`config.mk`:
```
export PLATFORM = sky130hd
export DESIGN_NAME = serial_shifter
export DESIGN_NICKNAME = d
export VERILOG_FILES = /design/src/rtl/serial_shifter_pkg.sv /design/src/rtl/serial_shifter_count_norm.sv /design/src/rtl/serial_shifter.sv
export SDC_FILE = /design/constraint.sdc
export NUM_CORES = 1
export LEC_CHECK = 0
export ABC_CLOCK_PERIOD_IN_PS = 2900
export CAP_MARGIN = 20
export CELL_PAD_IN_SITES_DETAIL_PLACEMENT = 1
export CELL_PAD_IN_SITES_GLOBAL_PLACEMENT = 1
export CORE_UTILIZATION = 38
export CTS_BUF_LIST = sky130_fd_sc_hd__clkbuf_2 sky130_fd_sc_hd__clkbuf_4 sky130_fd_sc_hd__clkbuf_8
export DETAILED_ROUTE_END_ITERATION = 16
export PLACE_DENSITY_LB_ADDON = 0.1
export SETUP_SLACK_MARGIN = 0.15
export SYNTH_ARGS = -nofsm -noshare
export SYNTH_HDL_FRONTEND = slang
export SYNTH_SLANG_ARGS = --single-unit
export TNS_END_PERCENT = 30
```
`constraint.sdc`:
```
create_clock -name clk -period 2.9 [get_ports clk]
set_input_delay 0.87 -clock clk [delete_from_list [all_inputs] [get_ports clk]]
set_output_delay 0.87 -clock clk [all_outputs]
set_load 0.02 [all_outputs]
```
`src/rtl/serial_shifter_pkg.sv`:
```
// Shared definitions for the serial operand-2 shifter: shift type codes,
// FSM state encoding and the iteration-count bounds.
package serial_shifter_pkg;

  typedef enum logic [1:0] {
    SHIFT_LSL = 2'b00,
    SHIFT_LSR = 2'b01,
    SHIFT_ASR = 2'b10,
    SHIFT_ROR = 2'b11
  } shift_type_e;

  typedef enum logic {
    IDLE  = 1'b0,
    SHIFT = 1'b1
  } state_e;

  // Largest iteration count: LSL/LSR by more than 32 needs one extra step
  // to push the last data bit out of the carry as well.
  localparam int MAX_ITER = 33;
  localparam int CNT_W    = 6;

  typedef logic [CNT_W-1:0] count_t;

endpackage

```
`src/rtl/serial_shifter_count_norm.sv`:
```
// Turns an ARM shift type/amount into the number of single-bit steps the
// serial shifter must perform, and flags the RRX special case.
module shift_count_norm
  import serial_shifter_pkg::*;
(
  input  logic [1:0] Shift_Type,
  input  logic       Imm_Form,
  input  logic [7:0] Shift_Num,
  output count_t     k,
  output logic       is_rrx
);

  shift_type_e typ;
  logic [7:0]  n;

  // Normalize the effective amount into a bounded step count.
  always_comb begin
    // NOTE: every output of a combinational block gets a default first so
    // no path through the case statements can infer a latch.
    k      = '0;
    is_rrx = 1'b0;
    typ    = shift_type_e'(Shift_Type);
    // Immediate form carries its 5-bit amount in bits [5:1].
    n      = Imm_Form ? {3'b000, Shift_Num[5:1]} : Shift_Num;

    if (n == 8'd0) begin
      // Register form with zero amount is a pass-through (k stays 0).
      // Immediate zero encodes LSR/ASR #32 and RRX; LSL #0 is a pass-through.
      if (Imm_Form) begin
        case (typ)
          SHIFT_LSL:            k = '0;
          SHIFT_LSR, SHIFT_ASR: k = count_t'(32);
          SHIFT_ROR: begin
            k      = count_t'(1);
            is_rrx = 1'b1;
          end
        endcase
      end
    end else begin
      case (typ)
        // Amounts above 32 saturate at 33 so the carry ends up cleared.
        SHIFT_LSL, SHIFT_LSR:
          k = (n > 8'(MAX_ITER)) ? count_t'(MAX_ITER) : n[CNT_W-1:0];
        // Beyond 32 an arithmetic shift only keeps replicating the sign.
        SHIFT_ASR:
          k = (n > 8'd32) ? count_t'(32) : n[CNT_W-1:0];
        // Rotation is modulo 32; a nonzero multiple of 32 does a full turn
        // so the carry picks up the top bit.
        SHIFT_ROR:
          k = (n[4:0] == 5'd0) ? count_t'(32) : {1'b0, n[4:0]};
      endcase
    end
  end

endmodule

```
`src/rtl/serial_shifter.sv`:
```
// Multi-cycle ARM operand-2 shifter: one bit position per clock, result and
// carry held stable from the done pulse until the next accepted start.
module serial_shifter
  import serial_shifter_pkg::*;
#(
  parameter int WIDTH = 32
) (
  input  logic             clk,
  input  logic             rst,
  input  logic             start,
  input  logic [1:0]       Shift_Type,
  input  logic             Imm_Form,
  input  logic [7:0]       Shift_Num,
  input  logic [WIDTH-1:0] Shift_Data,
  input  logic             CF,
  output logic [WIDTH-1:0] Shift_Out,
  output logic             Shift_Carry_Out,
  output logic             busy,
  output logic             done
);

  count_t      norm_k;
  logic        norm_rrx;

  state_e      state;
  count_t      cnt;
  shift_type_e op_q;
  logic        rrx_q;
  logic        cf_q;
  logic [WIDTH-1:0] data_q;
  logic        carry_q;
  logic        busy_q;
  logic        done_q;

  shift_count_norm u_norm (
    .Shift_Type (Shift_Type),
    .Imm_Form   (Imm_Form),
    .Shift_Num  (Shift_Num),
    .k          (norm_k),
    .is_rrx     (norm_rrx)
  );

  // FSM, step counter and the data/carry shift registers.
  always_ff @(posedge clk) begin
    // NOTE: sequential state uses non-blocking assignments so every register
    // samples pre-edge values, independent of statement order.
    if (rst) begin
      state   <= IDLE;
      cnt     <= '0;
      op_q    <= SHIFT_LSL;
      rrx_q   <= 1'b0;
      cf_q    <= 1'b0;
      data_q  <= '0;
      carry_q <= 1'b0;
      busy_q  <= 1'b0;
      done_q  <= 1'b0;
    end else begin
      done_q <= 1'b0;
      case (state)
        IDLE: begin
          if (start) begin
            data_q  <= Shift_Data;
            carry_q <= CF;
            cf_q    <= CF;
            op_q    <= shift_type_e'(Shift_Type);
            rrx_q   <= norm_rrx;
            cnt     <= norm_k;
            busy_q  <= 1'b1;
            state   <= SHIFT;
          end
        end
        SHIFT: begin
          if (cnt == '0) begin
            done_q <= 1'b1;
            busy_q <= 1'b0;
            state  <= IDLE;
          end else begin
            cnt <= cnt - count_t'(1);
            if (rrx_q) begin
              {data_q, carry_q} <= {cf_q, data_q};
            end else begin
              case (op_q)
                SHIFT_LSL: {carry_q, data_q} <= {data_q, 1'b0};
                SHIFT_LSR: {data_q, carry_q} <= {1'b0, data_q};
                SHIFT_ASR: {data_q, carry_q} <= {data_q[WIDTH-1], data_q};
                SHIFT_ROR: {data_q, carry_q} <= {data_q[0], data_q};
              endcase
            end
          end
        end
      endcase
    end
  end

  assign Shift_Out       = data_q;
  assign Shift_Carry_Out = carry_q;
  assign busy            = busy_q;
  assign done            = done_q;

endmodule

```
; ---- Word level (Yosys, flattened, before mapping)
; Cells that the tools add are included.
[op_classes]
n_shift = 0
n_reduce_logical = 13
multipliers = 0
magnitude_cmp = 2
mux = 31
n_addsub = 1
div_mod_pow = 0
eq_ne = 10
n_bitwise = 1
[op_table]
columns = operator, count
row1 = $pmux 32 s4, 1
row2 = $mux 32, 3
row3 = $pmux 32 s2, 1
row4 = $mux 6, 7
row5 = $pmux 6 s3, 2
row6 = $gt 8x6->1 const B, 2
row7 = $pmux 6 s2, 1
row8 = $mux 1, 11
row9 = $eq 2x2->1 const B, 4
row10 = $logic_not 8->1, 1
row11 = $mux 8, 1
row12 = $pmux 1 s2, 4
row13 = $logic_not 6->1, 1
row14 = $reduce_and 2->1, 3
row15 = $reduce_or 2->1, 3
row16 = $sub 6x1->6 const B, 1
row17 = $logic_not 5->1, 1
row18 = $eq 2x1->1 const B, 2
row19 = $logic_not 2->1, 2
row20 = $ne 2x2->1 const B, 2
row21 = $ne 3x3->1 const B, 1
row22 = $reduce_and 3->1, 1
row23 = $reduce_or 3->1, 1
row24 = $ne 2x1->1 const B, 1
row25 = $not 1->1, 1
[totals]
rom_bits = 0
regBits = 46
input_bits = 47
n_memories = 0
output_inout_bits = 35
wordCells = 68
latchBits = 0
ramBits = 0

; ---- Longest topological paths before layout
[logic_depth]
ltp_word = 7
ltp_mapped = 8
mapped_depth_nobuf = 7

; ---- Modules after synthesis
; From an unflattened synthesis, not the netlist that was laid out.
[unflattened]
cells_unflattened = 315
hier_area_um2 = 2727.6
[by_module_without_submodules]
columns = module, area_per_inst_um2, cells_each, seq_area_each_um2, n_inst
row1 = serial_shifter, 2412.3, 267, 920.9, 1
row2 = shift_count_norm, 315.3, 48, 0.0, 1

; ---- Worst setup path before layout
; Ideal clock, no wire load.
[synth_path]
kind = input port to flip-flop
startpoint = in Shift_Type[0]
endpoint = reg cnt[0]
path_buffers = 0
required_time_ns = 2.826
arrival_time_ns = 2.195
path_stages = 7
setup_time_ns = 0.074
path_slack_ns = 0.631
cell_sequence = inv_1 ha_1 or3_1 a21oi_1 a211oi_1 or3_1 a31oi_1
[synth_between]
elab_chain_len = 7
word_cells_on_any_way = 12
classes_between = 3 x eq/ne / 6 x mux / 3 x reduce/logical
[synth_lines]
columns = element, line_no
row1 = start: declaration, serial_shifter.sv:11  ; input logic [1:0] Shift_Type,
row2 = $eq 2x1->1 / $eq 2x2->1 (equally long branches), "serial_shifter_count_norm.sv:30, serial_shifter_count_norm.sv:40"
row3 = $reduce_or 2->1, serial_shifter_count_norm.sv:30  ; case (typ)
row4 = $pmux 6 s3, serial_shifter_count_norm.sv:30
row5 = $mux 6, serial_shifter_count_norm.sv:29  ; if (Imm_Form) begin
row6 = $mux 6 (*), serial_shifter_count_norm.sv:26  ; if (n == 8'd0) begin
row7 = $mux 6 (*), serial_shifter.sv:61  ; if (start) begin
row8 = $pmux 6 s2 (*), serial_shifter.sv:59  ; case (state)
row9 = end signal: assignment, serial_shifter.sv:67  ; cnt <= norm_k;
row10 = end signal: assignment, serial_shifter.sv:78  ; cnt <= cnt - count_t'(1);
row11 = end: declaration, serial_shifter.sv:26  ; count_t cnt;
; Mark *: on every way between the ends. The rest lies on a longest branch, timed or not. The select of a mux whose other input is x is not followed.
; A chain may end at the register's enable or synchronous reset.

; ---- Worst setup path in the final report
; Same ends and word-level chain as after synthesis.

==> results.md <==
* Status: complete, no violations
* Via/cell ratio at 5.53
* Comb power frac at 0.363
* Slew Viols, Final at 0
* Drt wl/cell at 16.1 um
* Tmin final at 2600 ps
* Synth top area cells: dfxtp_1 35%, mux2i_1 13%, a22o_1 11%
* TritonCTS clock tree: built
* Synth async-reset ratio at 0
* Cell variety after synth at 42
* Yosys warning count at 0
* GRT met3 Usage at 0.0486
* Crit start category: primary input
* Met2 usage at 0.340
* Post-DRT Antenna Nets at 0
* Fmax at 385 MHz
* # diodes at 0
* Yosys top cell area share at 0.349
* # placed instances at 458
* Die area at 0.00727 sq mm
* Leak pwr at 0.00154 uW
* Fin crit share at 0.895
* Worst Hold Class: reg2reg
* Global Route met1 Usage at 0.276
* Initial Util at 0.404
* CTS sink count at 46
* HPWL after DPL at 5.29 mm
* Final instance area at 0.00365 sq mm
* Syn Nets at 363
* Yosys reg bits at 46
* Worst Path Max Fanout at 4
* Gate count of the mapped netlist at 311
* Rows at 29
* Total CTS buffers at 5
* GR peak layer: met2
* Netlist Area Pre-Place at 0.00264 sq mm
* Max clock buf depth at 2
* Clock share of power at 0.229
* P_sw at 691 uW
* Sw frac at 0.347
* Largest net degree at the start of global routing at 73
* GRT Resource Usage Total at 0.208
* Most instantiated cells after synthesis: 47 x nor2_1, 46 x dfxtp_1, 45 x a21oi_1
* Pre-Repair DR Iteration Count at 4
* Via count at 2578
* Finished Layout Cells at 466
* Peak VDD IR at 240 uV
* Critical Path AT at 2820 ps
* Total Power at 1990 uW
* Reg clk slew, reported paths at 100 ps
* Post-CTS setup buffer count at 0
* Gpl congestion at 0.833
* Critical path endpoint category: register
* CTS H-tree depth at 2
* DRC viols at 0
* Worst Skew at 11.6 ps
* Fin. Hold Viols at 0
* IO buf count at 81
* Worst Path Required at 3120 ps
* Initial antenna violation count at 0
* Hold-fix buffers, CTS at 0
* Sequential group share of total power at 0.409
* Die Wd at 85.3 um
* Largest area contributor in the synthesized netlist: dfxtp_1
* Cell with the most instances after synthesis: nor2_1
* Worst slew pin tran at 692 ps
* Syn_area_per_cell at 8.48 sq um
* Post-synth top flop: dfxtp_1
* First-pass GRT wire length at 12.3 mm
* Vias in the first global route at 2544
* WHS at 474 ps
* Max-cap violation count at 0
* Post-synth EDFFs at 0
* Layout cells sized above 1 at 0.0874
* Die Height at 85.3 um
* RSZ-0062 raised after global routing: no
* Top Ports at 82
* Clock latency on the worst-skew pair at 310 ps
* Post-synthesis sequential area ratio at 0.349
* Area delta synth->final at 38.5%
* Worst slew margin at 0.539
* Layout Nets at 440
* Crit Path Class: in2reg
* DRT iter0 DRCs at 105
* Final core occ at 0.559
* GRT Residual Overflow at 0
* Final Setup Violations at 0
* Core Footprint at 0.00653 sq mm
* Pwr Density at 545 mW/mm^2
* Placed Area at 0.00354 sq mm
* Total Routed Length at 7.49 mm
* Clock root buffer: clkbuf_8
* Int Pwr at 1300 uW
[area by class of cell]
| type | count | area, sq um |
|---|---|---|
| fill | 781 | 2880 |
| multi-input combinational | 236 | 1590 |
| sequential | 46 | 922 |
| timing repair buffer | 93 | 913 |
| clock buffer | 7 | 96.3 |
| tap | 77 | 96.3 |
| inverter | 6 | 22.5 |
| clock inverter | 1 | 8.76 |
[sequential cells by signal, summed over array words and instances, names as in the netlist]
name and count:
done 1, op_q 2, Shift_Carry_Out 1, cnt 6, state 1, cf_q 1
Shift_Out 32, rrx_q 1, busy 1
[layer usage]
layer	up-vias	wire, um
met4	0	83
met3	7	347
met5	-	0
met1	1232	3580
met2	52	3480
li1	1287	-
[worst paths after layout]
check                 from      to  slack [ps]  depth (start not counted)
max          Shift_Type[0]  cnt[0]         300                          8
min                   cf_q    cf_q         470                          2
min reg2reg           cf_q    cf_q         470                          2
max reg2reg          state  cnt[0]         960                          5
[critical path, cell delays in order]
cell             delay [ps]
clkdlybuf4s50_1         530
inv_1                    60
ha_1                    220
or3_1                   380
a21oi_2                 140
a211oi_1                 70
or3_1                   360
a31oi_1                 190
[kinds of logic after synthesis]
| logic type | count (synthesis) | share of synthesized area |
|---|---|---|
| AO/OA/AOI/OAI | 99 | 0.260 |
| AND/OR/NAND/NOR | 95 | 0.175 |
| flip-flops | 46 | 0.349 |
| multiplexers | 35 | 0.134 |
| buffers and inverters | 29 | 0.0517 |
| adder cells (fa/ha/maj) | 5 | 0.0237 |
| XOR/XNOR | 2 | 0.00665 |
[repair_timing]
action	4_1_cts	5_1_grt
endpoints found under the hold margin	0	0
gates resized for setup	0	1
endpoints found under the setup margin	0	1
[through the flow]
step	setup WS (ps)	TNS [ps]
finish	304	0
global placement	81.7	0
global route	205	0
floorplan	631	0
detailed placement	-9.26	-9.26
CTS	285	0
[power groups by stage]
stage	clock network [uW]	logic, uW	registers, uW
final	456	722	814
after global routing	494	784	826
after CTS	466	728	814
after detailed placement	0	725	827
after global placement	0	708	825
after floorplan	0	372	875
[layout by cell type, fill, tap and decap left out, types with 2 or more instances in the layout]
master	synthesis	layout
dfxtp_1	46	45
mux2i_1	33	33
ha_1	5	5
nand3_1	3	3
o21ai_0	2	2
clkdlybuf4s50_1	0	81
a21oi_1	45	44
buf_4	4	11
mux2_2	2	2
or3_1	4	4
a31oi_1	4	4
nor2_2	1	2
a22o_1	32	32
o211ai_1	2	2
xnor2_1	2	2
nor3_1	7	7
a32oi_1	2	2
nor2_1	47	46
nand2_1	14	14
nor3b_1	4	4
nor2b_1	4	4
clkbuf_8	0	7
nand2b_1	4	4
a211oi_1	3	3
inv_1	6	6
No activity file was read; power rests on OpenSTA's default activity.
